**src/rtl/gate_vec_unit_pkg.sv**
```systemverilog
// Shared definitions for gate_vec_unit: op codes and op width.
// Imported by the top; holds no logic.
package gate_vec_unit_pkg;

  localparam int OP_W = 3;

  localparam logic [OP_W-1:0] OP_AND  = 3'd0;
  localparam logic [OP_W-1:0] OP_NAND = 3'd1;
  localparam logic [OP_W-1:0] OP_OR   = 3'd2;
  localparam logic [OP_W-1:0] OP_NOR  = 3'd3;
  localparam logic [OP_W-1:0] OP_XOR  = 3'd4;
  localparam logic [OP_W-1:0] OP_XNOR = 3'd5;
  localparam logic [OP_W-1:0] OP_NOT  = 3'd6;
  localparam logic [OP_W-1:0] OP_PASS = 3'd7;

endpackage

```
**src/rtl/gate_fifo.sv**
```systemverilog
// Synchronous FIFO, DW bits x DEPTH entries (DEPTH power of 2).
// Ports: clk, rst_n, push/wdata, pop/rdata, full, empty, level.
module gate_fifo #(
  parameter int DW    = 11,
  parameter int DEPTH = 4
) (
  input  logic                     clk,
  input  logic                     rst_n,
  input  logic                     push,
  input  logic [DW-1:0]            wdata,
  input  logic                     pop,
  output logic [DW-1:0]            rdata,
  output logic                     full,
  output logic                     empty,
  output logic [$clog2(DEPTH):0]   level
);

  localparam int AW = $clog2(DEPTH);
  localparam int LW = AW + 1;

  logic [DW-1:0] mem [DEPTH];
  logic [AW-1:0] wr_ptr;
  logic [AW-1:0] rd_ptr;
  logic          do_push;
  logic          do_pop;

  assign full    = (level == LW'(DEPTH));
  assign empty   = (level == '0);
  // a push while full is refused even if a pop
  // happens in the same cycle
  assign do_push = push && !full;
  assign do_pop  = pop && !empty;
  assign rdata   = mem[rd_ptr];

  always_ff @(posedge clk or negedge rst_n) begin
    if (!rst_n) begin
      wr_ptr <= '0;
      rd_ptr <= '0;
      level  <= '0;
      for (int i = 0; i < DEPTH; i++) begin
        mem[i] <= '0;
      end
    end else begin
      if (do_push) begin
        mem[wr_ptr] <= wdata;
        wr_ptr      <= wr_ptr + AW'(1);
      end
      if (do_pop) begin
        rd_ptr <= rd_ptr + AW'(1);
      end
      unique case ({do_push, do_pop})
        2'b10:   level <= level + LW'(1);
        2'b01:   level <= level - LW'(1);
        default: level <= level;
      endcase
    end
  end

endmodule

```
**src/rtl/gate_vec_unit.sv**
```systemverilog
// Bitwise gate unit: 8 logic functions on W-bit a/b, results queued
// in a DEPTH-entry FIFO with valid/ready on both sides.
// Ports: clk, rst_n, in_valid/in_ready/a/b/op, out_valid/out_ready/
// z/z_op, level, ovf_err (sticky). Option GATE_REDUCE_EN adds
// red_and/red_or/red_xor of each result, stored per entry.
module gate_vec_unit
  import gate_vec_unit_pkg::*;
#(
  parameter int W     = 8,
  parameter int DEPTH = 4
) (
  input  logic                   clk,
  input  logic                   rst_n,
  input  logic                   in_valid,
  output logic                   in_ready,
  input  logic [W-1:0]           a,
  input  logic [W-1:0]           b,
  input  logic [OP_W-1:0]        op,
  output logic                   out_valid,
  input  logic                   out_ready,
  output logic [W-1:0]           z,
  output logic [OP_W-1:0]        z_op,
  output logic [$clog2(DEPTH):0] level,
`ifdef GATE_REDUCE_EN
  output logic                   red_and,
  output logic                   red_or,
  output logic                   red_xor,
`endif
  output logic                   ovf_err
);

`ifdef GATE_REDUCE_EN
  localparam int RW = 3;
`else
  localparam int RW = 0;
`endif
  localparam int EW = RW + OP_W + W;

  logic [W-1:0]  res;
  logic [EW-1:0] wentry;
  logic [EW-1:0] rentry;
  logic          full;
  logic          empty;
  logic          push;
  logic          pop;

  always_comb begin
    res = '0;
    unique case (op)
      OP_AND:  res = a & b;
      OP_NAND: res = ~(a & b);
      OP_OR:   res = a | b;
      OP_NOR:  res = ~(a | b);
      OP_XOR:  res = a ^ b;
      OP_XNOR: res = ~(a ^ b);
      OP_NOT:  res = ~a;
      OP_PASS: res = a;
      default: res = '0;
    endcase
  end

`ifdef GATE_REDUCE_EN
  assign wentry = {&res, |res, ^res, op, res};
  assign red_and = rentry[EW-1];
  assign red_or  = rentry[EW-2];
  assign red_xor = rentry[EW-3];
`else
  assign wentry = {op, res};
`endif

  assign z    = rentry[W-1:0];
  assign z_op = rentry[W +: OP_W];

  assign in_ready  = !full;
  assign out_valid = !empty;
  assign push      = in_valid && in_ready;
  assign pop       = out_valid && out_ready;

  always_ff @(posedge clk or negedge rst_n) begin
    if (!rst_n) begin
      ovf_err <= 1'b0;
    end else if (in_valid && !in_ready) begin
      ovf_err <= 1'b1;
    end
  end

  gate_fifo #(
    .DW    (EW),
    .DEPTH (DEPTH)
  ) u_fifo (
    .clk   (clk),
    .rst_n (rst_n),
    .push  (push),
    .wdata (wentry),
    .pop   (pop),
    .rdata (rentry),
    .full  (full),
    .empty (empty),
    .level (level)
  );

endmodule

```
**config.mk**
```make
export PLATFORM = sky130hd
export DESIGN_NAME = gate_vec_unit
export DESIGN_NICKNAME = d
export VERILOG_FILES = /design/src/rtl/gate_vec_unit_pkg.sv /design/src/rtl/gate_fifo.sv /design/src/rtl/gate_vec_unit.sv
export SDC_FILE = /design/constraint.sdc
export NUM_CORES = 1
export LEC_CHECK = 0
export CAP_MARGIN = 20
export CORE_ASPECT_RATIO = 1.1
export CORE_MARGIN = 10
export CORE_UTILIZATION = 29
export CTS_BUF_LIST = sky130_fd_sc_hd__clkbuf_4
export DETAILED_ROUTE_END_ITERATION = 10
export GPL_ROUTABILITY_DRIVEN = 0
export MAX_ROUTING_LAYER = met4
export SLEW_MARGIN = 30
export SYNTH_ARGS = -nofsm -noshare
export SYNTH_HDL_FRONTEND = slang
export SYNTH_HIERARCHICAL = 1
export SYNTH_SLANG_ARGS = --single-unit
```
**constraint.sdc**
```tcl
create_clock -name clk -period 2.7 [get_ports clk]
set_input_delay 0.405 -clock clk [delete_from_list [all_inputs] [get_ports clk]]
set_output_delay 0.405 -clock clk [all_outputs]
set_load 0.005 [all_outputs]
```
==> metrics.yaml <==
post-place-ws_ps: 355.2
min_path_type: "reg -> reg"
status: "finished, final reports clean"
ctsRootBufferMaster: "clkbuf_4"
finalHoldViolations: 0
cp_data_arrival_time_ps: 2130
netlist.top_cell.by_area: "dfrtp_1"
ys_ff_latch: 52
crit_slowest_cell: "mux4_2"
cellLeakagePower_uw: 0.001589
synth.area.top_cells: "dfrtp_1 44%, mux2_2 17%, mux4_2 12%"
clk_pin_slew_worst_paths_ps: 150
period_share: 0.9390
drcViolationCount: 0
synth_edf_count: 0
finalCriticalPeriod_ps: 2535
io_pins: 40
wl_per_cell_um: 15.23
yosysSeqAreaShare: 0.4357
crit_start: "u_fifo/rd_ptr[0]"
fp.dieH_um: 126.4
cts_tree: "yes"
ys.flop_type: "dfrtp_1"
antenna_found_initial: 0
slowest_delay_ps: 590
clockBufferDepth: 2
clock_latency_ps: 390
r2r_slack_ps: 400
grt_start_max_net_pins: 33
end_kind: "output port"
ys_types: 28
cts_hold_buf: 1
max_cap_violations: 0
start_util: 0.2991
yosys_warnings: 6
crit_buf_inv: 2
r2r-start: "u_fifo/level[1]"
worstSetupPathType: "reg -> out"
ant_nets: 0
fmax_ghz: 0.3944
synth_top_area_share: 0.4357
worst_pin_slew_ps: 601.6
core.rowCount: 38
finalWorstSetupSlack_ps: 164.6
cp.required_ps: 2300
postSynthNetCount: 264
netlist_area_um2: 2987
cts_resized: 0
critPathMaxFanout: 11
power.density_nw_per_um2: 1018
synthArstFlopShare: 1.000
skew_ps: 20.59
htree_levels: 2
syn_to_final_growth_pct: 20.32
setup_viol: 0
slew_violations: 0
rsz0062_at_grt: "no"
nFillCells: 986
dieArea_um2: 14760
relSlewSlack: 0.5989
grt_pass1_wl_um: 9804
post_drt_via_cell_ratio: 4.577
dr.pass1.iters: 4
start_kind: "flip-flop"
cts_made_buffers: 5
nNetsFinal: 312
syn_avg_cell_area_um2: 13.64
core_um2: 9985
cts_sinks: 52
dr.first_iter.drc_count: 53
drive_above_1_share: 0.3022
setup_tns_ps: 0
ir_drop_v: 0.0002952
vias: 1776
cts_setup_buffers: 0
die_x_um: 116.8
diodes: 0
grt-ovfl-total: 0
hp-start: "ovf_err"
grt_pass1_vias: 1961
final_common_cell: "dfrtp_1"
routed_wl_um: 5908
critical-path-top-delay-family: "buffers and inverters"
numPortBuffers: 39
hpwl_um: 4340
grt_use_total: 0.08661
syn_inst: 219
layout_common_cells: "52 x dfrtp_1, 45 x mux2_2, 38 x clkdlybuf4s50_1"
worstPathCellList: "buf_4 -> mux4_2 -> clkdlybuf4s50_1"
==> synth_stat cells (3+ instances only) <==
cell / instances
dfrtp_1: 52
mux2_2: 45
inv_1: 32
ha_1: 21
mux4_2: 16
xor2_1: 10
nand2_1: 6
nor2_1: 5
buf_6: 4
a21oi_1: 3
mux2i_1: 3
xnor2_1: 3
==> report_power, final <==
part	internal (uW)	switching, uW	total (uW)
logic	1190	650	1840
clock network	106	265	370
registers	1180	268	1450
==> worst register-to-register path, delay by kind of cell (launching register included) <==
kind | cells | cell delay [ps]
AND/OR/NAND/NOR | 4 | 830
adder cells (fa/ha/maj) | 2 | 570
flip-flops | 1 | 480
XOR/XNOR | 2 | 300
buffers and inverters | 1 | 60
==> stage by stage <==
stage	total power, uW	hold WS (ps)	cells	util	instance area, um2
3_5_place_dp	3359	389.6	379	0.3529	3523
5_1_grt	3949	510.1	388	0.3599	3593
4_1_cts	3730	492.4	388	0.3599	3593
6_report	3660	482.3	388	0.3599	3593
2_1_floorplan	2571	109.4	219	-	2987
3_3_place_gp	3306	380.0	379	0.3529	3523
==> flip-flops by register name, summed over array words and instances (netlist names) <==
| signal | flops |
|---|---|
| ovf_err | 1 |
| u_fifo/level | 3 |
| u_fifo/mem | 44 |
| u_fifo/rd_ptr | 2 |
| u_fifo/wr_ptr | 2 |
==> cell families after synthesis <==
logic type / synth area share
AO/OA/AOI/OAI: 0.01844
XOR/XNOR: 0.03812
adder cells (fa/ha/maj): 0.09468
buffers and inverters: 0.06493
flip-flops: 0.4357
multiplexers: 0.3180
AND/OR/NAND/NOR: 0.03016
==> worst paths after layout <==
check,end,cells past startpoint
worst max-delay path,z[3],3
worst min-delay path,ovf_err,1
worst max register to register,u_fifo/level[2],9
worst min register to register,ovf_err,1
max in group asynchronous,u_fifo/wr_ptr[1],3
min in group asynchronous,u_fifo/mem[12],2
==> cell type report <==
class / instances / area (um2) / area share
multi-input cells: 126 / 1491 / 0.4150
flip-flops and latches: 52 / 1301 / 0.3621
repair buffers: 50 / 470.5 / 0.1309
well taps: 120 / 150.1 / 0.04178
inverters: 32 / 120.1 / 0.03343
clock buffers: 5 / 37.54 / 0.01045
clock inverters: 3 / 22.52 / 0.006267
==> per-layer routing <==
metal / wire length, um / up-vias / part of all wire / track usage
met5: 0 / - / 0 / -
met4: 68 / 0 / 0.012 / 0.02402
met3: 212 / 5 / 0.036 / 0.02310
met2: 2986 / 21 / 0.51 / 0.1431
met1: 2640 / 899 / 0.45 / 0.1010
li1: - / 851 / - / -
Power figures use the tool's default switching activity.
